## src/rtl/apb_wide_register_array_if.sv

```systemverilog
`default_nettype none
// +----------------------------------------------------------------------------+
// | Module      : apb_wide_register_array_if                                    |
// | Description : APB4 bus bundle shared by the wide register array and its     |
// |               requester.                                                    |
// |   psel    : select             (master -> slave)                            |
// |   penable : enable / access    (master -> slave)                            |
// |   pwrite  : 1 = write          (master -> slave)                            |
// |   paddr   : byte address       (master -> slave), ADDRESS_WIDTH bits        |
// |   pwdata  : write data         (master -> slave), 32 bits                   |
// |   pstrb   : write byte strobes (master -> slave), 4 bits                    |
// |   pready  : transfer complete  (slave -> master)                            |
// |   prdata  : read data          (slave -> master), 32 bits                   |
// |   pslverr : transfer error     (slave -> master)                            |
// | Revision    : 1.0 - initial release                                         |
// +----------------------------------------------------------------------------+
interface apb_wide_register_array_if #(
  parameter int unsigned ADDRESS_WIDTH = 8
);
  logic                     psel;
  logic                     penable;
  logic                     pwrite;
  logic [ADDRESS_WIDTH-1:0] paddr;
  logic [31:0]              pwdata;
  logic [3:0]               pstrb;
  logic                     pready;
  logic [31:0]              prdata;
  logic                     pslverr;

  modport master (
    output psel, penable, pwrite, paddr, pwdata, pstrb,
    input  pready, prdata, pslverr
  );

  modport slave (
    input  psel, penable, pwrite, paddr, pwdata, pstrb,
    output pready, prdata, pslverr
  );
endinterface
`default_nettype wire

```

## src/rtl/apb_wide_register_array.sv

```systemverilog
`default_nettype none
// +----------------------------------------------------------------------------+
// | Module      : apb_wide_register_array                                       |
// | Description : APB4 slave holding NUM_REGS 64-bit registers, each accessed   |
// |               as two 32-bit halves (low at 8*i, high at 8*i+4), with        |
// |               programmable wait states.                                     |
// |   i_clk   : clock, rising edge                                              |
// |   i_rst_n : asynchronous active-low reset                                   |
// |   apb     : APB4 slave modport (psel/penable/pwrite/paddr/pwdata/pstrb in,  |
// |             pready/prdata/pslverr out)                                      |
// |   o_value : current contents of all registers                               |
// | Option      : RGGEN_WIDE_REGISTER_ATOMIC_EN enables coherent 64-bit access  |
// |               through a low-word write stage and a high-word read snapshot. |
// | Revision    : 1.0 - initial release                                         |
// +----------------------------------------------------------------------------+
module apb_wide_register_array #(
  parameter int unsigned NUM_REGS          = 8,
  parameter int unsigned ADDRESS_WIDTH     = 8,
  parameter int unsigned WAIT_STATES       = 0,
  parameter logic [63:0] INITIAL_VALUE     = 64'h0,
  parameter bit          ERROR_STATUS      = 1'b0,
  parameter logic [31:0] DEFAULT_READ_DATA = 32'h0
) (
  input  logic                       i_clk,
  input  logic                       i_rst_n,
  apb_wide_register_array_if.slave   apb,
  output logic [NUM_REGS-1:0][63:0]  o_value
);

  localparam int unsigned            IDX_W      = (NUM_REGS > 1) ? $clog2(NUM_REGS) : 1;
  localparam logic [2:0]             WS         = 3'(WAIT_STATES);
  localparam logic [ADDRESS_WIDTH-1:0] NUM_REGS_A = ADDRESS_WIDTH'(NUM_REGS);

  typedef enum logic [0:0] {
    ST_IDLE   = 1'b0,
    ST_ACCESS = 1'b1
  } state_e;

  state_e      state_q, state_d;
  logic [2:0]  cnt_q, cnt_d;
  logic        pready;

  logic [NUM_REGS-1:0][63:0] value_q, value_d;

  // Replace only the strobed bytes of a word.
  function automatic logic [31:0] f_merge(input logic [31:0] old_word,
                                          input logic [31:0] new_word,
                                          input logic [3:0]  strb);
    logic [31:0] res;
    for (int b = 0; b < 4; b++) begin
      res[8*b +: 8] = strb[b] ? new_word[8*b +: 8] : old_word[8*b +: 8];
    end
    return res;
  endfunction

  // ---------------------------------------------------------------------------
  // Transfer FSM
  // ---------------------------------------------------------------------------
  always_ff @(posedge i_clk or negedge i_rst_n) begin
    if (!i_rst_n) begin
      state_q <= ST_IDLE;
      cnt_q   <= 3'd0;
    end else begin
      state_q <= state_d;
      cnt_q   <= cnt_d;
    end
  end

  always_comb begin
    state_d = state_q;
    cnt_d   = cnt_q;
    pready  = 1'b0;
    case (state_q)
      ST_IDLE: begin
        if (apb.psel && !apb.penable) begin
          state_d = ST_ACCESS;
          cnt_d   = 3'd0;
        end
      end
      ST_ACCESS: begin
        if (!apb.psel) begin
          // Master abandoned the transfer: nothing is committed.
          state_d = ST_IDLE;
          cnt_d   = 3'd0;
        end else if (cnt_q == WS) begin
          pready  = 1'b1;
          state_d = ST_IDLE;
          cnt_d   = 3'd0;
        end else begin
          cnt_d = cnt_q + 3'd1;
        end
      end
      default: begin
        state_d = ST_IDLE;
        cnt_d   = 3'd0;
      end
    endcase
  end

  // ---------------------------------------------------------------------------
  // Address decode
  // ---------------------------------------------------------------------------
  logic [ADDRESS_WIDTH-1:0] w_word_addr;
  logic                     w_hit;
  logic [IDX_W-1:0]         w_idx;
  logic                     w_hi;
  logic                     w_wr_commit;
  logic [63:0]              w_live;
  logic [31:0]              w_merged_lo;
  logic [31:0]              w_merged_hi;
  logic [31:0]              w_rd_word;

  assign w_word_addr = apb.paddr >> 3;
  assign w_hit       = (w_word_addr < NUM_REGS_A);
  assign w_idx       = w_word_addr[IDX_W-1:0];
  assign w_hi        = apb.paddr[2];
  assign w_wr_commit = pready && apb.pwrite && w_hit;
  assign w_live      = value_q[w_idx];
  assign w_merged_lo = f_merge(w_live[31:0],  apb.pwdata, apb.pstrb);
  assign w_merged_hi = f_merge(w_live[63:32], apb.pwdata, apb.pstrb);

`ifdef RGGEN_WIDE_REGISTER_ATOMIC_EN
  logic             wstage_valid_q, wstage_valid_d;
  logic [IDX_W-1:0] wstage_idx_q,   wstage_idx_d;
  logic [31:0]      wstage_data_q,  wstage_data_d;
  logic             rstage_valid_q, rstage_valid_d;
  logic [IDX_W-1:0] rstage_idx_q,   rstage_idx_d;
  logic [31:0]      rstage_data_q,  rstage_data_d;
  logic             w_rd_done;

  assign w_rd_done = pready && !apb.pwrite && w_hit;

  always_comb begin
    value_d        = value_q;
    wstage_valid_d = wstage_valid_q;
    wstage_idx_d   = wstage_idx_q;
    wstage_data_d  = wstage_data_q;
    rstage_valid_d = rstage_valid_q;
    rstage_idx_d   = rstage_idx_q;
    rstage_data_d  = rstage_data_q;
    if (w_wr_commit) begin
      if (!w_hi) begin
        // Low half is held back until the matching high half arrives.
        wstage_valid_d = 1'b1;
        wstage_idx_d   = w_idx;
        wstage_data_d  = w_merged_lo;
      end else if (wstage_valid_q && (wstage_idx_q == w_idx)) begin
        value_d[w_idx] = {w_merged_hi, wstage_data_q};
        wstage_valid_d = 1'b0;
      end else begin
        value_d[w_idx][63:32] = w_merged_hi;
      end
    end
    if (w_rd_done && !w_hi) begin
      // Freeze the high half so the following high read is coherent.
      rstage_valid_d = 1'b1;
      rstage_idx_d   = w_idx;
      rstage_data_d  = w_live[63:32];
    end
  end

  always_ff @(posedge i_clk or negedge i_rst_n) begin
    if (!i_rst_n) begin
      wstage_valid_q <= 1'b0;
      wstage_idx_q   <= '0;
      wstage_data_q  <= 32'h0;
      rstage_valid_q <= 1'b0;
      rstage_idx_q   <= '0;
      rstage_data_q  <= 32'h0;
    end else begin
      wstage_valid_q <= wstage_valid_d;
      wstage_idx_q   <= wstage_idx_d;
      wstage_data_q  <= wstage_data_d;
      rstage_valid_q <= rstage_valid_d;
      rstage_idx_q   <= rstage_idx_d;
      rstage_data_q  <= rstage_data_d;
    end
  end

  always_comb begin
    if (!w_hi) begin
      w_rd_word = w_live[31:0];
    end else if (rstage_valid_q && (rstage_idx_q == w_idx)) begin
      w_rd_word = rstage_data_q;
    end else begin
      w_rd_word = w_live[63:32];
    end
  end
`else
  always_comb begin
    value_d = value_q;
    if (w_wr_commit) begin
      if (w_hi) begin
        value_d[w_idx][63:32] = w_merged_hi;
      end else begin
        value_d[w_idx][31:0] = w_merged_lo;
      end
    end
  end

  assign w_rd_word = w_hi ? w_live[63:32] : w_live[31:0];
`endif

  always_ff @(posedge i_clk or negedge i_rst_n) begin
    if (!i_rst_n) begin
      value_q <= {NUM_REGS{INITIAL_VALUE}};
    end else begin
      value_q <= value_d;
    end
  end

  // ---------------------------------------------------------------------------
  // Outputs
  // ---------------------------------------------------------------------------
  assign apb.pready  = pready;
  assign apb.prdata  = !pready ? 32'h0 : (w_hit ? w_rd_word : DEFAULT_READ_DATA);
  assign apb.pslverr = pready && !w_hit && ERROR_STATUS;
  assign o_value     = value_q;

endmodule
`default_nettype wire

```

## src/flat_wrapper.sv

```systemverilog
// flat-port wrapper written by rule: the top's interface ports become plain ports
module apb_wide_register_array_flat 
#(
  parameter int unsigned NUM_REGS          = 8,
  parameter int unsigned ADDRESS_WIDTH     = 8,
  parameter int unsigned WAIT_STATES       = 0,
  parameter logic [63:0] INITIAL_VALUE     = 64'h0,
  parameter bit          ERROR_STATUS      = 1'b0,
  parameter logic [31:0] DEFAULT_READ_DATA = 32'h0
)
  (i_clk, i_rst_n, o_value, apb_psel, apb_penable, apb_pwrite, apb_paddr, apb_pwdata, apb_pstrb, apb_pready, apb_prdata, apb_pslverr);
  apb_wide_register_array_if #(.ADDRESS_WIDTH(ADDRESS_WIDTH)) apb_i ();
  input  logic i_clk;
  input  logic i_rst_n;
  output logic [NUM_REGS-1:0][63:0] o_value;
  input wire logic [$bits(apb_i.psel)-1:0] apb_psel;
  input wire logic [$bits(apb_i.penable)-1:0] apb_penable;
  input wire logic [$bits(apb_i.pwrite)-1:0] apb_pwrite;
  input wire logic [$bits(apb_i.paddr)-1:0] apb_paddr;
  input wire logic [$bits(apb_i.pwdata)-1:0] apb_pwdata;
  input wire logic [$bits(apb_i.pstrb)-1:0] apb_pstrb;
  output wire logic [$bits(apb_i.pready)-1:0] apb_pready;
  output wire logic [$bits(apb_i.prdata)-1:0] apb_prdata;
  output wire logic [$bits(apb_i.pslverr)-1:0] apb_pslverr;
  assign apb_i.psel = apb_psel;
  assign apb_i.penable = apb_penable;
  assign apb_i.pwrite = apb_pwrite;
  assign apb_i.paddr = apb_paddr;
  assign apb_i.pwdata = apb_pwdata;
  assign apb_i.pstrb = apb_pstrb;
  assign apb_pready = apb_i.pready;
  assign apb_prdata = apb_i.prdata;
  assign apb_pslverr = apb_i.pslverr;
  apb_wide_register_array #(.NUM_REGS(NUM_REGS), .ADDRESS_WIDTH(ADDRESS_WIDTH), .WAIT_STATES(WAIT_STATES), .INITIAL_VALUE(INITIAL_VALUE), .ERROR_STATUS(ERROR_STATUS), .DEFAULT_READ_DATA(DEFAULT_READ_DATA)) u_core (.i_clk(i_clk), .i_rst_n(i_rst_n), .apb(apb_i), .o_value(o_value));
endmodule
```

## config.mk

```make
export PLATFORM = sky130hd
export DESIGN_NAME = apb_wide_register_array_flat
export DESIGN_NICKNAME = d
export VERILOG_FILES = /design/src/rtl/apb_wide_register_array_if.sv /design/src/rtl/apb_wide_register_array.sv /design/src/flat_wrapper.sv
export SDC_FILE = /design/constraint.sdc
export NUM_CORES = 1
export LEC_CHECK = 0
export CORE_AREA = 2 2 233 235
export CTS_BUF_LIST = sky130_fd_sc_hd__clkbuf_4 sky130_fd_sc_hd__clkbuf_8
export DETAILED_ROUTE_END_ITERATION = 10
export DIE_AREA = 0 0 235 237
export HOLD_SLACK_MARGIN = 0.05
export PLACE_DENSITY = 0.75
export SYNTH_ARGS = -nofsm -noshare
export SYNTH_HDL_FRONTEND = slang
export SYNTH_SLANG_ARGS = --single-unit
```

## constraint.sdc

```tcl
create_clock -name i_clk -period 6.6 [get_ports i_clk]
set_input_delay 0.99 -clock i_clk [delete_from_list [all_inputs] [get_ports i_clk]]
set_output_delay 0.99 -clock i_clk [all_outputs]
set_load 0.01 [all_outputs]
```

After elaboration in Yosys (flattened, before gate mapping)
Cells that the tools add are included.
{"block": "word_totals", "regBits": 516, "inputBits": 49, "out_inout_bits": 546, "word_cells": 53}
{"block": "classes", "addsub": 1, "magnitude_cmp": 3, "eq_ne": 1, "muxes": 31, "n_bitwise": 1, "reduce_logical": 6}
{"operator": "512-bit bitwise mux", "count": 2}
{"operator": "512-bit two-way mux", "count": 1}
{"operator": "64-bit demux with 3-bit select", "count": 2}
{"operator": "64-bit binary-select mux with 3-bit select", "count": 1}
{"operator": "32-bit two-way mux", "count": 4}
{"operator": "64-bit two-way mux", "count": 2}
{"operator": "8-bit two-way mux", "count": 8}
{"operator": "3-bit two-way mux", "count": 3}
{"operator": "1-bit two-way mux", "count": 6}
{"operator": "3-bit one-hot mux with 2 select lines", "count": 1}
{"operator": "5-bit by 4-bit < comparator with 1-bit output (second input constant)", "count": 1}
{"operator": "1-bit logical AND", "count": 4}
{"operator": "3-bit by 4-bit < comparator with 1-bit output (second input constant)", "count": 1}
{"operator": "3-bit by 1-bit adder with 3-bit output (second input constant)", "count": 1}
{"operator": "3-bit by 1-bit greater-or-equal comparator with 1-bit output (second input constant)", "count": 1}
{"operator": "3-bit logical NOT", "count": 1}
{"operator": "2-bit by 1-bit != test with 1-bit output (second input constant)", "count": 1}
{"operator": "1-bit one-hot mux with 2 select lines", "count": 1}
{"operator": "1-bit logical NOT", "count": 1}
{"operator": "1-bit inverter", "count": 1}

Logic depth before layout (Yosys ltp)
{"block": "depth", "depth_word": 6, "depth_mapped": 9, "depth_no_buf": 7}

Worst setup path before layout
Ideal clock, no wire load.
{"block": "synth_timing", "path_kind": "input port to output port", "startpoint": "input apb_paddr[3]", "endpoint": "output apb_prdata[30]", "arrival_time_ns": 2.539, "required_ns": 5.610, "path_slack_ns": 3.071, "cell_stages": 7, "path_buffers": 3, "path_cell_list": "buf_2 buf_6 buf_6 or4b_2 o31ai_1 nor3_1 o21ai_0"}
{"block": "synth_between", "elab_chain_len": 5, "word_cells_on_any_way": 6, "cone_classes": "order compare: 1; mux: 5"}
{"item": "start: declaration", "line": "flat_wrapper.sv:19", "text": "input wire logic [$bits(apb_i.paddr)-1:0] apb_paddr;"}
{"item": "64-bit binary-select mux with 3-bit select", "line": "apb_wide_register_array.sv:118", "text": "assign w_live = value_q[w_idx];"}
{"item": "64-bit two-way mux (not written as such)", "line": "apb_wide_register_array.sv:118"}
{"item": "32-bit two-way mux", "line": "apb_wide_register_array.sv:201", "text": "assign w_rd_word = w_hi ? w_live[63:32] : w_live[31:0];"}
{"item": "32-bit two-way mux (*) (2 in a row)", "line": "apb_wide_register_array.sv:216", "text": "assign apb.prdata = !pready ? 32'h0 : (w_hit ? w_rd_word : DEFAULT_READ_DATA);"}
{"item": "end: declaration", "line": "flat_wrapper.sv:23", "text": "output wire logic [$bits(apb_i.prdata)-1:0] apb_prdata;"}
Every way passes the cells marked *; elsewhere a longest branch is shown, timed or not. The select of a mux whose other input is x is not followed.

Final worst setup path
{"block": "layout_timing", "startpoint": "input apb_psel", "endpoint": "output apb_prdata[13]"}
{"block": "layout_between", "elab_chain_len": 3}
{"item": "start: declaration", "line": "flat_wrapper.sv:16", "text": "input wire logic [$bits(apb_i.psel)-1:0] apb_psel;"}
{"item": "1-bit two-way mux", "line": "apb_wide_register_array.sv:81", "text": "if (!apb.psel) begin"}
{"item": "1-bit two-way mux", "line": "apb_wide_register_array.sv:73", "text": "case (state_q)"}
{"item": "32-bit two-way mux", "line": "apb_wide_register_array.sv:216"}
Every way passes these cells.

==> results_dict.tcl <==
set metrics [dict create \
    grt_pass1_wl_um 137000 \
    reg2reg_depth 8 \
    synth_area_um2 24300 \
    clock-sinks 516 \
    cts.htree.levels 3 \
    worstPathRequired_ps 5610 \
    synth_top_cell_area_share_pct 53.2 \
    cp-end-kind "output pin" \
    portBuffers 591 \
    cpMostUsedCell "clkdlybuf4s50_1" \
    yosys_register_bits 516 \
    cts_root_buf "clkbuf_8" \
    r2r-start "u_core.cnt_q[0]$_DFFE_PN0P_" \
    power_per_cell_area_nw_per_um2 231 \
    cp-start-kind "input pin" \
    yosys_most_used_dff "dfrtp_1" \
    cts_resized 0 \
    grt_remaining_overflow 0 \
    antenna_found_initial 6 \
    crit_arrival_ps 4580 \
    crit_chain "clkdlybuf4s50_1 -> nand4b_4 -> inv_1 -> nand3_2 -> buf_4 -> o32ai_1 -> clkdlybuf4s50_1" \
    post-cts-setup-buffer-count 0 \
    ys_types 45 \
    fin_nets 2686 \
    dr.pass1.iters 6 \
    drt_iter0_drc 2189 \
    slew_viol_final 0 \
    critPathKind "input pin to output pin" \
    ioPinCount 595 \
    reg2reg_to "u_core.o_value[141]$_DFFE_PN0P_" \
    routed_wl_um 92600 \
    yosysWarnings 0 \
    place_congestion 0.885 \
    seq_area_frac_synth_pct 53.2 \
    cp_slowest_stage_delay_ps 630 \
    status "finished, final reports clean" \
    clk_pin_slew_ps 60 \
    dr_total_vias 21641 \
    dp_cells 3243 \
    met2_usage_pct 49.8 \
    cts_tree "done" \
    die_x_um 235 \
    p_switching_mw 2.00 \
    grt-busiest-layer "met2" \
    avgSynthCellArea_um2 11.3 \
    viasPerCell 6.36 \
    synth_top_area_cell "dfrtp_1" \
    setup_viol 0 \
    pwr-share-clk_pct 40.2 \
    track_usage_pct 32.5 \
    placeableCoreArea_um2 53300 \
    power.share.combinational_pct 13.6 \
    fin_ws_ps 1030 \
    fin_util_pct 60.5 \
    wl_per_cell_um 27.2 \
    relSlewSlack_pct 24.8 \
    stdcell_count 3401 \
    yosys-top-cells-area "dfrtp_1 53%, a31oi_1 12%, mux4_2 11%, nor2_1 7.1%, mux2i_1 3.2%" \
    max_clock_freq_mhz 179 \
    power.share.switching_pct 26.8 \
    r2r_setup_slack_ps 2750 \
    hold_violations 0 \
    fin_setup_tns_ps 0 \
    synth_edf_count 0 \
    ir_worst_vdd_uv 168 \
    crit_path_top_delay_cell "clkdlybuf4s50_1" \
    crit_fanout 15 \
    hpwl_um 61800 \
    grt_max_degree 178 \
    grt_pass1_vias 20823 \
    seqPwrFrac_pct 46.3 \
    clock_latency_ps 680 \
    grtUsageMet3_pct 9.17 \
    final_layout_size_suffix_gt1_share_pct 17.2 \
    die_height_um 237 \
    drc 0 \
    tightest_slew_ps 1130 \
    async_reset_ff_share_pct 100 \
    finalCritPeriodShare_pct 84.4 \
    cts.path.max_buffers 3 \
    dp_slack_ps 993 \
    gr-usage-met1_pct 41.7 \
    netlist_instances 2151 \
    rsz0062_at_grt "false" \
    fin_skew_ps 28.5 \
    initial_core_util_pct 45.5 \
    worst-path-buf-inv 4 \
    min_path_type "input pin to async pin" \
    cts_hold_repair.buffers 0 \
    intPower_mw 5.46 \
    fin_crit_ps 5570 \
    p_leak_nw 13.7 \
    critPathTopFamily "buffers and inverters" \
    area_growth_pct 32.8 \
    ant_nets 0 \
    drv_cap 0 \
    power_mw 7.45 \
    dieArea_um2 55700 \
    cts_buffers 86 \
    syn-num-nets 2202 \
    rows 85 \
]
-- how the worst max path moves through the flow --
stage,start,end,cells after the start
2_1_floorplan,apb_paddr[3],apb_prdata[30],7
3_5_place_dp,apb_psel,apb_prdata[13],7
5_1_grt,apb_psel,apb_prdata[13],7
3_3_place_gp,apb_psel,apb_prdata[13],7
4_1_cts,apb_psel,apb_prdata[13],7
6_report,apb_psel,apb_prdata[13],7
-- synthesized netlist by cell type (12+ instances only) --
| library cell | number |
|---|---|
| nor4_4 | 12 |
| nor2_1 | 459 |
| inv_1 | 21 |
| or2_2 | 58 |
| mux4_2 | 116 |
| mux2i_1 | 78 |
| mux2_2 | 51 |
| dfrtp_1 | 516 |
| buf_2 | 110 |
| clkbuf_1 | 111 |
| o22ai_1 | 32 |
| nand2_1 | 40 |
| a31oi_1 | 456 |
-- through the flow --
| step | cell area (um2) | hold WS [ps] |
|---|---|---|
| after global routing | 32200 | 371 |
| final | 32200 | 318 |
| after CTS | 32200 | 317 |
| after detailed placement | 30400 | 513 |
| after floorplan | 24300 | 482 |
| after global placement | 30400 | 505 |
-- power by group through the flow --
stage | Clock, mW | Combinational [mW] | Sequential [mW]
after global routing | 3.17 | 1.07 | 3.46
after detailed placement | 0 | 1.00 | 3.50
after CTS | 3.02 | 1.01 | 3.44
after global placement | 0 | 0.982 | 3.49
after floorplan | 0 | 0.414 | 3.53
final | 2.99 | 1.01 | 3.45
-- metal layers --
| metal | wire (um) | up-vias |
|---|---|---|
| met3 | 9860 | 337 |
| met4 | 5490 | 2 |
| met5 | 13 | - |
| met2 | 42400 | 1475 |
| li1 | - | 8900 |
| met1 | 34800 | 10927 |
-- registers in the layout, indices dropped and copies added (netlist names) --
name and flops:
u_core.cnt_q 3, u_core.state_q 1, u_core.o_value 512
-- logic make-up (layout without fill, tap and decap cells) --
| logic type | Yosys count | count (layout) | synth area share [%] |
|---|---|---|---|
| AO/OA/AOI/OAI | 528 | 528 | 14.0 |
| adder cells (fa/ha/maj) | 2 | 2 | 0.103 |
| buffers and inverters | 260 | 810 | 4.81 |
| flip-flops | 516 | 516 | 53.2 |
| multiplexers | 245 | 245 | 16.4 |
| other | 1 | 5 | 0.0155 |
| AND/OR/NAND/NOR | 599 | 599 | 11.5 |
-- cell usage in the layout, fill, tap and decap left out, types with 3 or more instances in the layout --
cell type	Yosys	final
nor4_4	12	14
o31ai_2	5	5
inv_1	21	21
clkinv_2	0	12
a31oi_1	456	456
o32ai_1	5	5
clkbuf_8	0	107
nand2_1	40	40
mux4_2	116	116
clkbuf_4	0	30
diode_2	0	4
a22o_1	5	5
nand2b_1	4	4
or2_2	58	58
dfrtp_1	516	516
nor2b_1	3	3
o21ai_0	8	8
mux2_2	51	51
o22ai_1	32	32
buf_12	0	4
buf_4	8	40
nor3_2	4	4
mux2i_1	78	78
o211ai_1	8	8
clkdlybuf4s50_1	0	587
nor2_1	459	459
-- worst reg2reg max path, cell delays in order, from the launching register on --
cell	delay, ps
dfrtp_1	420
inv_1	80
ha_1	230
nand4b_4	460
inv_1	360
nand3_2	530
buf_4	440
nor4_2	800
mux2_2	420
-- final cells by class --
| class | instances | area [um2] |
|---|---|---|
| antenna | 4 | 10.0 |
| tap | 696 | 871 |
| multi-input combinational | 1375 | 10200 |
| clock inverter | 17 | 123 |
| fill | 4220 | 21100 |
| inverter | 22 | 82.6 |
| sequential | 516 | 12900 |
| clock buffer | 137 | 1700 |
| timing repair buffer | 634 | 6300 |
Note: power is estimated with default switching activity, not from simulation.
==> patch: new RTL, config.mk and constraints unchanged <==
Add a define of `RGGEN_WIDE_REGISTER_ATOMIC_EN`.
--- a/src/rtl/apb_wide_register_array.sv
+++ b/src/rtl/apb_wide_register_array.sv
@@ -13,6 +13,8 @@
 // |               through a low-word write stage and a high-word read snapshot. |
 // | Revision    : 1.0 - initial release                                         |
 // +----------------------------------------------------------------------------+
+`define RGGEN_WIDE_REGISTER_ATOMIC_EN
+
 module apb_wide_register_array #(
   parameter int unsigned NUM_REGS          = 8,
   parameter int unsigned ADDRESS_WIDTH     = 8,
Function: not settled (the Yosys comparison gave no result); the edit may change what the design does.
==> patch against the original RTL <==
Total power up 5.4%. Clock power up 14%. Critical endpoint is now apb_prdata[30]. Area after synthesis up 13%. Wire length up 10%. Non-clock buffer count up 3. Combinational power down 38%. Sequential cell count up 72. Synthesized cell count up 12%. Highest routed layer unchanged. Worst setup slack better by 270 ps. Final area up 11%.
==> patch: results (changes against the original RTL) <==
cts_resized: 0  # unchanged
drive_above_1_share: 0.170  # was 0.172
h-tree-depth: 3  # unchanged
max_stage_delay_ps: 820  # was 630 ps
track_usage: 0.359  # was 0.325
synth_seq_area_share: 0.535  # was 0.532
r2r_end: "u_core.o_value[400]"  # was u_core.o_value[141]
cts.clk_slew.worst_paths_ps: 70
yosys_warnings: 0  # unchanged
insertion_delay_ps: 710  # was 680 ps
nets: 3033  # was 2,686
dp_hpwl_um: 69900  # was 61,800 µm
critPathArrivalTime_ps: 4310  # was 4580 ps
slew_headroom: 0.133  # was 0.248
cts_tree: "yes"  # unchanged
max_freq_ghz: 0.189  # was 0.179 GHz
synth_cell_types: 61  # was 45
cts_made_buffers: 99  # was 86
instances_no_fill: 3759  # was 3,401
gp_congestion: 0.944  # was 0.885
wl_um: 102000  # was 92,600 µm
hp-class: "input port to async pin"  # unchanged
crit_family: "buffers and inverters"  # unchanged
numPortBuffers: 591  # unchanged
cts-root-buf: "clkbuf_8"  # unchanged
peakVddDrop_v: 0.000193  # was 0.000168 V
grt_pass1_vias: 22900  # was 20,800
skew_ps: 30.3  # was 28.5 ps
critical-path-slowest-cell: "buf_4"  # was clkdlybuf4s50_1
pre_cts_ws_ps: 1440  # was 993 ps
grt_max_degree: 161  # was 178
drtPass1Iterations: 5  # was 6
post-cts-setup-buffers: 0  # unchanged
worstReg2RegStart: "u_core.cnt_q[0]"  # unchanged
via_per_inst: 6.13  # was 6.36
fillers: 4037  # was 4,220
cp_max_fo: 71  # was 15
synth_cells: 2414  # was 2,151
clockBufferDepth: 3  # unchanged
drt_iter0_drc: 2217  # was 2,189
status: "finished, final reports clean"  # unchanged
antenna_found_initial: 9  # was 6
dp_cells: 3577  # was 3,243
syn-num-nets: 2465  # was 2,202
grt_pass1_wl_um: 150000  # was 137,000 µm
synth.area.top_cells: "dfrtp_1 (54%), mux2_2 (7.8%), mux2i_1 (7.5%)"  # was dfrtp_1 (53%), a31oi_1 (12%), mux4_2 (11%)
synthTopCellsByCount: "dfrtp_1 (588), nand2_1 (364), mux2i_1 (206), o21ai_0 (206), mux2_2 (190)"  # was dfrtp_1 (516), nor2_1 (459), a31oi_1 (456)
placed_area_um2: 33800  # was 30,400 µm²
r2r_cells: 7  # was 8
power.leakage_nw: 16.3  # was 13.7 nW
r2r_slack_ps: 3400  # was 2750 ps
-- patch: cell types whose count changed after synthesis, moves of 35 or more --
cell      before  now
nand2b_1       4   39
mux2_2        51  190
nor2_1       459  101
o21ai_1        2   87
mux4_2       116   14
o21ai_0        8  206
a31oi_1      456    0
dfrtp_1      516  588
a21oi_1        1   58
buf_2        110   41
mux2i_1       78  206
mux2_1         0   69
nand2_1       40  364
or2_2         58    3
-- patch: worst reg2reg max path, delay by kind of cell, from the launching register on --
family                     cells  cell delay (ps)
adders and majority gates      1              210
DFF                            1              410
muxes                          1              340
and+or+nand+nor                3             1420
buffers and inverters          2              670
-- patch: area by class of cell --
cell class,instances,share of cell area
diodes,8,0.000558
clock buffers,157,0.0540
clock inverters,17,0.00394
inverters,8,0.000838
multi-input cells,1648,0.330
flip-flops and latches,588,0.410
well taps,696,0.0243
repair buffers,637,0.176
-- patch: stage by stage --
stage                     hold WS (ps)  utilization  total power, mW
after global routing               392        0.673             8.10
after global placement             470        0.633             4.46
after CTS                          353        0.672             7.87
after detailed placement           488        0.633             4.49
final                              345        0.673             7.85
after floorplan                    454            -             4.17
-- patch: logic make-up after synthesis --
| group | synth area share |
|---|---|
| multiplexers | 0.209 |
| other | 0.000136 |
| buffers and inverters | 0.0361 |
| AND/OR/NAND/NOR | 0.0970 |
| flip-flops | 0.535 |
| AO/OA/AOI/OAI | 0.119 |
| adder cells (fa/ha/maj) | 0.000910 |
| XOR/XNOR | 0.00246 |
-- patch: routing by layer --
| layer | routed length, µm | vias to the layer above | track usage |
|---|---|---|---|
| met5 | 27 | - | 0 |
| met1 | 41400 | 11700 | 0.489 |
| met3 | 9940 | 242 | 0.0930 |
| li1 | - | 9810 | - |
| met4 | 4410 | 4 | 0.152 |
| met2 | 46500 | 1327 | 0.547 |
-- patch: worst max path at each step --
| stage | startpoint | to | cells past startpoint |
|---|---|---|---|
| after global placement | apb_paddr[3] | apb_prdata[30] | 7 |
| after detailed placement | apb_paddr[3] | apb_prdata[30] | 7 |
| after global routing | apb_paddr[3] | apb_prdata[17] | 7 |
| after floorplan | apb_paddr[4] | apb_prdata[10] | 7 |
| final | apb_paddr[3] | apb_prdata[30] | 7 |
| after CTS | apb_paddr[3] | apb_prdata[30] | 7 |
-- patch: where the power goes --
part           switching, mW  total (mW)  internal (mW)
clock                   1.52        3.42           1.90
combinational          0.396       0.622          0.226
sequential             0.113        3.81           3.70
total                   2.03        7.85           5.83
